### src/rtl/event_packetizer.sv
// event_packetizer: captures granted pixel events from the row/column
// arbiter pair into timestamped packets, buffers them in a synchronous
// FIFO and drains them over a valid/ready interface. The arbiters are
// throttled early enough that the one in-flight registered grant always
// finds a free slot.
module event_packetizer #(
  parameter  int unsigned X_W   = 3,
  parameter  int unsigned Y_W   = 3,
  parameter  int unsigned TS_W  = 16,
  parameter  int unsigned DEPTH = 8,
  localparam int unsigned PKT_W = TS_W + X_W + Y_W + 1
) (
  input  logic                       clk_i,
  input  logic                       reset_i,
  input  logic                       evt_valid_i,
  input  logic [X_W-1:0]             xadd_i,
  input  logic [Y_W-1:0]             yadd_i,
  input  logic                       polarity_i,
  input  logic                       pkt_ready_i,
  output logic                       pkt_valid_o,
  output logic [PKT_W-1:0]           pkt_data_o,
  output logic                       arb_enable_o,
  output logic [$clog2(DEPTH):0]     count_o,
  output logic                       full_o,
  output logic                       empty_o,
  output logic                       overflow_o,
  output logic [7:0]                 drop_cnt_o
);

  localparam int unsigned PTR_W = $clog2(DEPTH);
  localparam int unsigned CNT_W = PTR_W + 1;

  logic [TS_W-1:0]  ts_q;
  logic [PKT_W-1:0] mem [DEPTH];
  logic [PTR_W-1:0] wr_ptr_q;
  logic [PTR_W-1:0] rd_ptr_q;
  logic [CNT_W-1:0] count_q;
  logic             overflow_q;
  logic [7:0]       drop_q;

  logic empty;
  logic full;
  logic push;
  logic pop;
  logic drop;

  // Handshake decode: a pop frees a slot for a same-cycle push even when full
  always_comb begin
    empty = (count_q == '0);
    full  = (count_q == CNT_W'(DEPTH));
    pop   = ~empty & pkt_ready_i;
    push  = evt_valid_i & (~full | pop);
    drop  = evt_valid_i & full & ~pop;
  end

  // Free-running timestamp, wraps silently
  always_ff @(posedge clk_i) begin
    if (!reset_i) begin
      ts_q <= '0;
    end else begin
      ts_q <= ts_q + TS_W'(1);
    end
  end

  // FIFO storage, pointers and occupancy; memory cleared so the head reads zero after reset
  always_ff @(posedge clk_i) begin
    if (!reset_i) begin
      for (int unsigned i = 0; i < DEPTH; i++) begin
        mem[PTR_W'(i)] <= '0;
      end
      wr_ptr_q <= '0;
      rd_ptr_q <= '0;
      count_q  <= '0;
    end else begin
      if (push) begin
        mem[wr_ptr_q] <= {ts_q, xadd_i, yadd_i, polarity_i};
        wr_ptr_q      <= wr_ptr_q + PTR_W'(1);
      end
      if (pop) begin
        rd_ptr_q <= rd_ptr_q + PTR_W'(1);
      end
      case ({push, pop})
        2'b10:   count_q <= count_q + CNT_W'(1);
        2'b01:   count_q <= count_q - CNT_W'(1);
        default: count_q <= count_q;
      endcase
    end
  end

  // Sticky overflow flag and saturating drop counter
  always_ff @(posedge clk_i) begin
    if (!reset_i) begin
      overflow_q <= 1'b0;
      drop_q     <= '0;
    end else if (drop) begin
      overflow_q <= 1'b1;
      if (drop_q != 8'hFF) begin
        drop_q <= drop_q + 8'd1;
      end
    end
  end

  // Output mapping; throttle at DEPTH-1 leaves room for the registered in-flight grant
  always_comb begin
    pkt_valid_o  = ~empty;
    pkt_data_o   = mem[rd_ptr_q];
    arb_enable_o = (count_q < CNT_W'(DEPTH - 1));
    count_o      = count_q;
    full_o       = full;
    empty_o      = empty;
    overflow_o   = overflow_q;
    drop_cnt_o   = drop_q;
  end

endmodule

### config.mk
export PLATFORM = sky130hd
export DESIGN_NAME = event_packetizer
export DESIGN_NICKNAME = d
export VERILOG_FILES = /design/src/rtl/event_packetizer.sv
export SDC_FILE = /design/constraint.sdc
export NUM_CORES = 1
export LEC_CHECK = 0
export ABC_AREA = 1
export CORE_UTILIZATION = 54
export CTS_BUF_LIST = sky130_fd_sc_hd__clkbuf_16
export DETAILED_ROUTE_END_ITERATION = 10
export PLACE_DENSITY = 0.73
export REMOVE_ABC_BUFFERS = 1
export SETUP_SLACK_MARGIN = 0.3
export SLEW_MARGIN = 20
export SYNTH_ARGS = -nofsm -noshare
export SYNTH_HDL_FRONTEND = slang
export SYNTH_SLANG_ARGS = --single-unit
export TNS_END_PERCENT = 10
### constraint.sdc
create_clock -name clk_i -period 2.6 [get_ports clk_i]
set_clock_uncertainty 0.05 [all_clocks]
set_input_delay 0.39 -clock clk_i [delete_from_list [all_inputs] [get_ports clk_i]]
set_output_delay 0.39 -clock clk_i [all_outputs]
set_load 0.05 [all_outputs]
# After elaboration in Yosys (flattened, before gate mapping)
# Memories as Yosys holds them, arrays and structs flattened. A register that Yosys moved wholly into a read port is not among the register bits.
# Cells that the tools add are included.
# classes
bitwise,8
n_shift,0
multipliers,0
reduce_logical,4
n_eq_ne,4
magnitude_cmp,1
n_mux,10
div,0
add_sub_neg,6
# ops
cell,count
23-bit 2-to-1 mux,1
23-bit OR reduction,1
16-bit by 1-bit adder with 16-bit output (second input constant),1
3-bit 2-to-1 mux,3
8-bit by 1-bit adder with 8-bit output (second input constant),1
8-bit != test (second input constant),1
4-bit one-hot mux with 2 select lines,1
3-bit by 1-bit adder with 3-bit output (second input constant),2
1-bit 2-to-1 mux,5
4-bit by 1-bit adder with 4-bit output (second input constant),1
1-bit bitwise AND,4
4-bit == test (second input constant),1
4-bit logical NOT,1
4-bit by 3-bit less-than comparator with 1-bit output (second input constant),1
4-bit by 1-bit subtractor with 4-bit output (second input constant),1
1-bit inverter,3
2-bit by 1-bit == test with 1-bit output (second input constant),1
2-bit == test (second input constant),1
2-bit AND reduction,1
2-bit nonzero test,1
1-bit bitwise OR,1
# totals
output_inout_bits,40
memories,1
mem_bits_ro,0
word_cells,40
inputBits,11
register_bits,35
latchBits,0
ram_bits,184
# mem_list
memory,words,width,rd,rd_ports_with_merged_regs,write_ports,line,rtl
mem,8,23,1,1,8,34,logic [PKT_W-1:0] mem [DEPTH];

# Depth between registers and ports, before layout
# Gate-level depths: netlist of the first run.
# depth
depth_word,10
depth_mapped,14
mapped_depth_nobuf,14

# Worst setup path after synthesis of the first run
# No wires, ideal clock.
# synth_timing
path_type,register to register
startpoint,"register count_q[2], in the netlist count_o[2]"
endpoint,memory mem[0][0] (netlist name) (enable)
period_less_slack_ns,2.791
n_path_buf,1
setup_ns,0.380
path_slack_ns,-0.191
required_ns,2.170
arrival_ns,2.361
path_stages_with_launch,10
cell_sequence,dfxtp_1 inv_1 nand3_2 inv_2 nand2_1 nand2_2 nor3_4 nand2_1 buf_6 nand2_1
# synth_lines
element,line,rtl
"start, declared",37,logic [CNT_W-1:0] count_q;
"start signal, assigned",83,2'b10: count_q <= count_q + CNT_W'(1);
"start signal, assigned",84,2'b01: count_q <= count_q - CNT_W'(1);
"start signal, assigned",85,default: count_q <= count_q;
"end, declared",34,

==> results of run 1 <==
final cells by class:
class                   count  area [sq um]  area share
multi-input cells         678          3149      0.2639
clock buffers              25         625.6     0.05242
clock inverters            19         107.6    0.009017
inverters                  59         229.0     0.01919
flip-flops and latches    222          6294      0.5274
repair buffers             91          1242      0.1041
well taps                 229         286.5     0.02401
logic make-up (layout without fill, tap and decap cells):
family	count (synthesis)	count (layout)	share of synthesized area
fa+ha+maj	5	5	0.006350
xor+xnor	6	6	0.005334
flops	222	222	0.6380
compound gates	132	132	0.08509
simple gates	535	535	0.2120
buf+inv	119	194	0.05321
power groups by stage:
| stage | sequential (mW) | combinational [mW] | clock [mW] |
|---|---|---|---|
| 6_report | 4.15 | 2.87 | 3.18 |
| 5_1_grt | 4.17 | 3.04 | 3.33 |
| 4_1_cts | 4.14 | 2.72 | 3.19 |
| 3_5_place_dp | 4.21 | 2.46 | 0 |
| 3_3_place_gp | 4.20 | 2.44 | 0 |
| 2_1_floorplan | 4.30 | 1.39 | 0 |
worst paths after layout:
path | startpoint | to | cells past startpoint
worst min-delay path | rd_ptr_q[2] | rd_ptr_q[2] | 2
worst max-delay path | register | pkt_data_o[14] | 7
worst max register to register | count_o[2] | mem[2][16] | 9
worst min register to register | rd_ptr_q[2] | rd_ptr_q[2] | 2
Yosys cell counts (3+ instances only):
master	n
clkbuf_1	35
o32ai_1	46
xor2_1	5
o21ai_0	62
buf_1	3
inv_1	52
ha_1	5
buf_6	8
clkinv_1	6
edfxtp_1	184
nand4_1	6
nor2_1	353
dfxtp_1	38
buf_2	14
nand2_1	140
nand3_1	23
a21oi_1	22
nor3_1	8
per-layer routing:
layer	global-route usage	share of wire	wire (um)	up-vias
met4	0.1136	0.032	810	0
li1	-	-	-	3559
met3	0.03667	0.074	1859	63
met5	0	0	0	-
met2	0.4703	0.49	12370	327
met1	0.3508	0.40	9979	3677
per-stage QoR:
step,util,worst slack (ps),total power [mW],instance area (sq um)
2_1_floorplan,-,-1645,5.690,9549
6_report,0.6666,149.1,10.19,11930
3_5_place_dp,0.6029,328.4,6.667,10790
3_3_place_gp,0.6029,360.4,6.642,10790
4_1_cts,0.6578,82.34,10.04,11780
5_1_grt,0.6666,67.55,10.53,11930
repair_timing:
| item | 4_1_cts | 5_1_grt |
|---|---|---|
| setup buffers | 5 | 0 |
| cloned | 6 | 0 |
| pin swaps | 3 | 8 |
| endpoints found under the setup margin | 27 | 27 |
| gates resized for setup | 20 | 47 |
| hold buffers | 0 | 0 |
state kept, by name, summed over array words and instances (netlist names), named ones only:
| name | flops |
|---|---|
| overflow_o | 1 |
| wr_ptr_q | 3 |
| count_o | 4 |
| mem | 184 |
| ts_q | 16 |
| drop_cnt_o | 8 |
| rd_ptr_q | 3 |
worst min-delay path, cell delays in order, from the launching register on:
cell	delay [ps]
dfxtp_1	310
inv_1	50
a21oi_1	60
==> metrics.md, run 1 <==
| Metric | Value |
|---|---|
| Worst Setup Start Kind | `register` |
| Post-Syn Instances | `1,019` |
| Pwr dens | `about 850 nW/um^2` |
| Power share of the sequential group | `0.407` |
| Most used cell, CP | `nand2_1` |
| Commonest non-fill, non-tap cell in the layout | `nor2_1` |
| # IOs | `just over 50` |
| Worst hold slack | `414.4 ps` |
| Post-synthesis async set-or-reset flop share | `0` |
| CTS Buf Count | `24` |
| First-pass GRT wire length | `roughly 39,000 um` |
| Max Buffers Root-to-Sink | `3` |
| CP Buf/Inv Count | `3` |
| Seq cells post-synth | `222` |
| LEAKAGE | `4.598 nW` |
| Clk pwr share | `0.312` |
| Root buffer cell | `clkbuf_16` |
| Detailed Route WL | `approximately 25,000 um` |
| Slew Limit Fails | `0` |
| Vias/cell | `5.764` |
| Switch Pwr | `3.213 mW` |
| Iteration-0 DRC Markers | `589` |
| Antenna diodes | `0` |
| Worst-margin pin slew | `around 520 ps` |
| Clk slew on worst S/H paths | `60 ps` |
| Pin count of the biggest net entering global routing | `32` |
| Logic pwr share | `0.281` |
| Peak supply drop | `0.0007088 V` |
| P&R area growth vs syn | `21.13%` |
| Setup CP Type | `reg2out` |
| Status | `complete, no violations` |
| Port buffer count | `50` |
| R2r setup slk | `roughly 660 ps` |
| Core ar. | `~18,000 sq um` |
| Top post-synthesis cells by area | `edfxtp_1 56%, nor2_1 13%, dfxtp_1 7.7%` |
| Sequential fraction of the synthesis area | `0.6380` |
| Synth top area share | `0.5608` |
| Slew HR | `0.6515` |
| Avg Inst Size Synth | `9.668 sq um` |
| CTS tree | `yes` |
| Share of cells above drive strength 1 | `0.1152` |
| H-Tree Depth | `1` |
| Gpl congestion | `0.8539` |
| RSZ-0062 raised after global routing | `true` |
| Placed Instances | `1,268` |
| Final Hold Viols | `0` |
| Crit path required time | `roughly 2200 ps` |
| Vias | `7,626` |
| Max-Cap Viols | `0` |
| CTS sink cnt | `approximately 220` |
| Period minus WS final | `2451 ps` |
| Final setup TNS | `0 ps` |
| Synth warn | `0` |
| GRT Overall Usage | `0.2746` |
| Remaining DRCs | `0` |
| # fillers | `1,371` |
| Post-synth top area cell | `edfxtp_1` |
| Primary FF master, synth | `edfxtp_1` |
| Hold Path Class | `reg2reg` |
| Sw frac | `0.3153` |
| Top delay family on crit path | `buffers and inverters` |
| Starting Density | `0.5503` |
| DR WL/cell | `18.91 um` |
| Final period util | `0.9427` |
| Commonest cells after routing, fill and taps aside | `349 x nor2_1, 184 x edfxtp_1, 137 x nand2_1, 60 x inv_1, 56 x o21ai_0` |
| Critical Path, Cell by Cell | `inv_8, bufbuf_16, nor2_1, o32ai_2, nand2_1, nand2_1, buf_6` |
| Clk_lat worst skew | `~510 ps` |
| CP Max Fanout | `15` |
| Synth unique cells | `27` |
| Die width | `about 140 um` |
| Die area | `between 15,000 and 20,000 sq um` |
| Max stage delay on crit path | `a little under 500 ps` |
| Number of global-route vias before repair | `roughly 7,400` |
| Row count | `49` |
| # setup viols final | `0` |
| Nets | `~1,100` |
| EDFF count, synth | `about 180` |
| Area of the mapped netlist | `between 9000 and 10,000 sq um` |
| Detail Placement HPWL | `around 14,000 um` |
| Slowest-stage cell, CP | `dfxtp_4` |
| Layout Cells excl Fill | `between 1,000 and 1,500` |
| Pint | `about 7 mW` |
| Crit path DAT | `between 2000 and 2500 ps` |
| F_max | `slightly above 0.4 GHz` |
| Worst Setup End Kind | `output pin` |
| Global route total overflow | `0` |
| Initial antenna violation count | `0` |
| 1st-pass router iterations | `5` |
| Detail Route Antenna Nets | `0` |
| Die Y | `~140 um` |
Note: power is estimated with default switching activity, not from simulation.
==> run 2: changes to the inputs <==
CORE_UTILIZATION = 40   (was 54)
PLACE_DENSITY = default   (was 0.73)
==> metrics.md, run 2 (same netlist as run 1, synthesis figures left out) <==
| Metric | Value |
|---|---|
| Status | `complete, no violations` |
| R2r setup slk | `between 600 and 700 ps` |
| Slew HR | `0.6284` |
| Remaining DRCs | `0` |
| DP Worst Slack | `between 300 and 400 ps` |
| Detail Route Antenna Nets | `0` |
| Clk slew on worst S/H paths | `~50 ps` |
| Antenna diodes | `0` |
| CTS hold repair buffers | `0` |
| Pwr dens | `837.5 nW/um^2` |
| CP Max Fanout | `7` |
| Worst Setup End Kind | `output pin` |
| Worst Setup Slack, final | `between 100 and 150 ps` |
| Pint | `approximately 7 mW` |
| Hold Path Class | `reg2reg` |
| CTS tree | `yes` |
| Vias/cell | `between 5 and 6` |
| # setup viols final | `0` |
| Flip-flop count of the largest register after layout | `184` |
| CTS sink cnt | `roughly 220` |
| Crit path required time | `2160 ps` |
| Die width | `approximately 160 um` |
| Core ar. | `24,250 sq um` |
| Clk_lat worst skew | `~500 ps` |
| Commonest cells after routing, fill and taps aside | `352 x nor2_1, 184 x edfxtp_1, 138 x nand2_1, 62 x o21ai_0, 59 x inv_1` |
| LEAKAGE | `~4.5 nW` |
| Layout Cells excl Fill | `between 1,000 and 1,500` |
| Iteration-0 DRC Markers | `593` |
| Logic pwr share | `0.258` |
| Final core occ | `0.4888` |
| Worst-margin pin slew | `555.4 ps` |
| GRT Overall Usage | `0.1976` |
| Max-Cap Viols | `0` |
| Final setup TNS | `0 ps` |
| Slew Limit Fails | `0` |
| DR WL/cell | `17.54 um` |
| Worst Setup Start Kind | `register` |
| RSZ-0062 raised after global routing | `true` |
| Max Buffers Root-to-Sink | `3` |
| Power share of the sequential group | `0.416` |
| Pwr Total | `a little under 10 mW` |
| Share of cells above drive strength 1 | `0.1038` |
| Placed Instances | `around 1,400` |
| Number of global-route vias before repair | `~7,200` |
| Crit path DAT | `between 2000 and 2500 ps` |
| Detailed Route WL | `roughly 25,000 um` |
| Detail Placement HPWL | `about 14,000 um` |
| Worst hold slack | `around 420 ps` |
| Die Y | `158.9 um` |
| Final Hold Viols | `0` |
| F_max | `a little over 0.4 GHz` |
| Vias | `between 7,000 and 8,000` |
| Row count | `57` |
| 1st-pass router iterations | `5` |
| Setup CP Type | `reg2out` |
| Commonest non-fill, non-tap cell in the layout | `nor2_1` |
| Period minus WS final | `roughly 2500 ps` |
| Placed cell area | `between 10,000 and 15,000 sq um` |
| First-pass GRT wire length | `slightly below 40,000 um` |
| # IOs | `51` |
| Port buffer count | `50` |
| Root buffer cell | `clkbuf_16` |
| Final period util | `0.9445` |
| H-Tree Depth | `1` |
| Clk pwr share | `0.326` |
| Peak supply drop | `0.0005404 V` |
| CTS Buf Count | `24` |
| Initial antenna violation count | `0` |
| P&R area growth vs syn | `20.29%` |
| Pin count of the biggest net entering global routing | `43` |
| Nets | `approximately 1,100` |
| Reg with most FFs | `mem` |
| Switch Pwr | `between 3 and 4 mW` |
| Die area | `~25,000 sq um` |
| Gpl congestion | `between 0.7 and 0.8` |
| Design area | `~12,000 sq um` |
| Sw frac | `0.3118` |
| Global route total overflow | `0` |
| Starting Density | `0.4063` |
[run 2: cell types whose count changed in the layout (fill, tap and decap cells not counted), moves of 3 or more]
cell           change
o21ai_0            +6
o32ai_1            +7
o32ai_2            -7
buf_4             +21
nor2_2             -3
nor2_1             +3
buf_6              -6
dlygate4sd2_1      +3
buf_12            -11
o21ai_1            -4
[run 2: layer usage]
layer / global-route usage / vias to the layer above / part of all wire
li1: - / 3571 / -
met1: 0.2665 / 3506 / 0.43
met2: 0.3281 / 231 / 0.47
met3: 0.02735 / 43 / 0.065
met4: 0.06774 / 0 / 0.031
met5: 0 / - / 0
[run 2: worst paths after layout]
kind | startpoint | to | cells past startpoint
setup reg to reg | count_o[2] | mem[6][15] | 9
hold reg to reg | ts_q[0] | ts_q[0] | 1
hold / removal | ts_q[0] | ts_q[0] | 1
setup / recovery | register | pkt_data_o[8] | 7
[run 2: power groups by stage]
stage,sequential [mW],clock [mW],combinational [mW]
detailed placement,4.21,0,2.26
CTS,4.12,3.31,2.52
floorplan,4.30,0,1.39
global placement,4.20,0,2.25
global route,4.14,3.45,2.75
finish,4.12,3.24,2.56
[run 2: final cells by class]
type	count	area [sq um]
repair inverters	1	6.256
clock buffers	25	625.6
inverters	59	229.0
well taps	324	405.4
fillers	2231	12400
multi-input cells	678	3079
repair buffers	94	1086
flip-flops and latches	222	6294
clock inverters	19	126.4
[run 2: worst max-delay path, stage by stage, from the launching register on]
cell,delay (ps)
dfxtp_4,440
buf_8,160
buf_12,130
nor2_1,50
o32ai_1,290
nand2_1,90
nand2_1,130
buf_4,220
[run 2: repair_timing]
item,CTS,global route
buffers inserted,10,0
gates cloned,5,1
endpoints found under the setup margin,27,27
gates resized for setup,22,12
pin swaps,3,2
==> run 3: changes to the inputs <==
GPL_TIMING_DRIVEN = 0   (was default)
==> metrics.md, run 3 (same netlist as run 1, synthesis figures left out) <==
| Metric | Value |
|---|---|
| Status | `complete, no violations` |
| DR WL/cell | `19.32 um` |
| Hold depth | `3` |
| Antenna diodes | `0` |
| CTS hold repair buffers | `0` |
| LEAKAGE | `~4.7 nW` |
| CTS Buf Count | `25` |
| Crit path DAT | `a little over 2000 ps` |
| Vias/cell | `~5.3` |
| Worst Setup End Kind | `output pin` |
| Commonest non-fill, non-tap cell in the layout | `nor2_1` |
| Layout Cells excl Fill | `~1,400` |
| Final setup TNS | `0 ps` |
| Reg with most FFs | `mem` |
| R2r worst-path depth | `9` |
| Pwr Total | `10.50 mW` |
| Final period util | `0.9485` |
| Detail Placement HPWL | `between 10,000 and 15,000 um` |
| Vias | `about 7,600` |
| Detail Route Antenna Nets | `0` |
| Hold endpoint | `drop_cnt_o[3]` |
| Die width | `~160 um` |
| Max-Cap Viols | `0` |
| F_max | `about 0.41 GHz` |
| Detailed Route WL | `about 27,000 um` |
| Clk pwr share | `0.318` |
| Min-delay src | `reset_i` |
| Worst-margin pin slew | `approximately 700 ps` |
| CP Max Fanout | `8` |
| H-Tree Depth | `1` |
| Starting Density | `0.4063` |
| First-pass GRT wire length | `41,100 um` |
| Pint | `between 7 and 8 mW` |
| P&R area growth vs syn | `26.21%` |
| Remaining DRCs | `0` |
| CTS tree | `yes` |
| RSZ-0062 raised after global routing | `true` |
| Clk_lat worst skew | `~520 ps` |
| Root buffer cell | `clkbuf_16` |
| Nets | `about 1,100` |
| Die Y | `around 160 um` |
| Hold Path Class | `in2reg` |
| Sw frac | `0.3212` |
| Number of global-route vias before repair | `roughly 7,000` |
| Slew HR | `0.5288` |
| Commonest cells after routing, fill and taps aside | `347 x nor2_1, 184 x edfxtp_1, 115 x nand2_1, 58 x o21ai_0, 56 x inv_1` |
| Worst Setup Start Kind | `register` |
| Setup CP Type | `reg2out` |
| Global route total overflow | `0` |
| Peak supply drop | `between 0.0004 and 0.0005 V` |
| RR Startpoint | `count_o[2]` |
| # fillers | `2,171` |
| Port buffer count | `50` |
| Power share of the sequential group | `0.392` |
| CTS sink cnt | `~220` |
| Initial antenna violation count | `0` |
| Pwr dens | `between 800 and 900 nW/um^2` |
| Core ar. | `between 20,000 and 25,000 sq um` |
| Crit path required time | `roughly 2200 ps` |
| Switch Pwr | `around 3.4 mW` |
| Die area | `roughly 25,000 sq um` |
| # setup viols final | `0` |
| Max Buffers Root-to-Sink | `3` |
| Pin count of the biggest net entering global routing | `60` |
| Gpl congestion | `0.8158` |
| Clk slew on worst S/H paths | `60 ps` |
| Share of cells above drive strength 1 | `0.1403` |
| Worst hold slack | `between 300 and 400 ps` |
| Placed Instances | `between 1,000 and 1,500` |
| R2r setup slk | `approximately 200 ps` |
| Period minus WS final | `2466 ps` |
| Row count | `57` |
| Final Hold Viols | `0` |
| Flip-flop count of the largest register after layout | `approximately 180` |
| Slew Limit Fails | `0` |
| Iteration-0 DRC Markers | `about 660` |
| 1st-pass router iterations | `5` |
| # IOs | `51` |
| Logic pwr share | `0.290` |
| RR Endpoint | `mem[2][9]` |
| GRT Overall Usage | `0.2141` |
-- run 3: cell count changes in the layout (fill, tap and decap cells not counted), sizes merged --
cell / delta
buf: -5
clkbuf: +2
clkdlybuf4s50: -1
clkinv: +5
inv: -1
-- run 3: worst max-delay path by stage --
| stage | from | to | slack, ps | depth (start not counted) |
|---|---|---|---|---|
| 6_report | register | pkt_data_o[15] | 130 | 7 |
| 5_1_grt | register | pkt_data_o[12] | 80 | 7 |
| 4_1_cts | register | pkt_data_o[14] | 100 | 7 |
| 3_5_place_dp | reset_i | mem[2][0] | -1010 | 5 |
| 3_3_place_gp | register | pkt_data_o[12] | -5110 | 6 |
| 2_1_floorplan | register | pkt_data_o[0] | -1650 | 5 |
-- run 3: cell type report --
| class | instances | area (sq um) | area share |
|---|---|---|---|
| inverters | 59 | 242.7 | 0.01952 |
| repair buffers | 90 | 1271 | 0.1022 |
| multi-input cells | 678 | 3412 | 0.2744 |
| clock buffers | 25 | 625.6 | 0.05031 |
| flip-flops and latches | 222 | 6295 | 0.5062 |
| well taps | 324 | 405.4 | 0.03260 |
| repair inverters | 3 | 38.79 | 0.003119 |
| clock inverters | 21 | 143.9 | 0.01157 |
-- run 3: power groups by stage --
| stage | registers [mW] | logic, mW | clock network (mW) |
|---|---|---|---|
| floorplan | 4.30 | 1.39 | 0 |
| global placement | 4.36 | 2.07 | 0 |
| detailed placement | 4.24 | 2.22 | 0 |
| CTS | 4.11 | 2.79 | 3.38 |
| global route | 4.13 | 3.23 | 3.52 |
| finish | 4.12 | 3.04 | 3.34 |
-- run 3: per-layer routing --
layer	wire [um]	vias to the layer above	global-route usage
li1	-	3583	-
met5	0	-	0
met3	1958	61	0.02370
met1	12060	3649	0.3002
met4	834	0	0.06993
met2	12620	289	0.3483
-- run 3: timing repair --
| item | CTS | global route |
|---|---|---|
| setup buffers | 17 | 4 |
| endpoints found under the setup margin | 228 | 200 |
| gates cloned | 10 | 4 |
| pin swaps | 8 | 9 |
| resized for setup | 219 | 43 |
-- run 3: worst max-delay path, cell delays in order (launching register included) --
cell and delay [ps]:
dfxtp_4 440, buf_4 160, buf_4 160, nor2_1 60, o32ai_1 270, nand2_1 100, nand2_1 110, buf_4 210
-- run 3: through the flow --
step	setup WS, ps	util	cell area [sq um]
after detailed placement	-1007	0.4403	10680
after global placement	-5113	0.4312	10460
after CTS	98.92	0.4988	12100
after floorplan	-1645	-	9549
final	133.8	0.5128	12430
after global routing	78.76	0.5128	12430
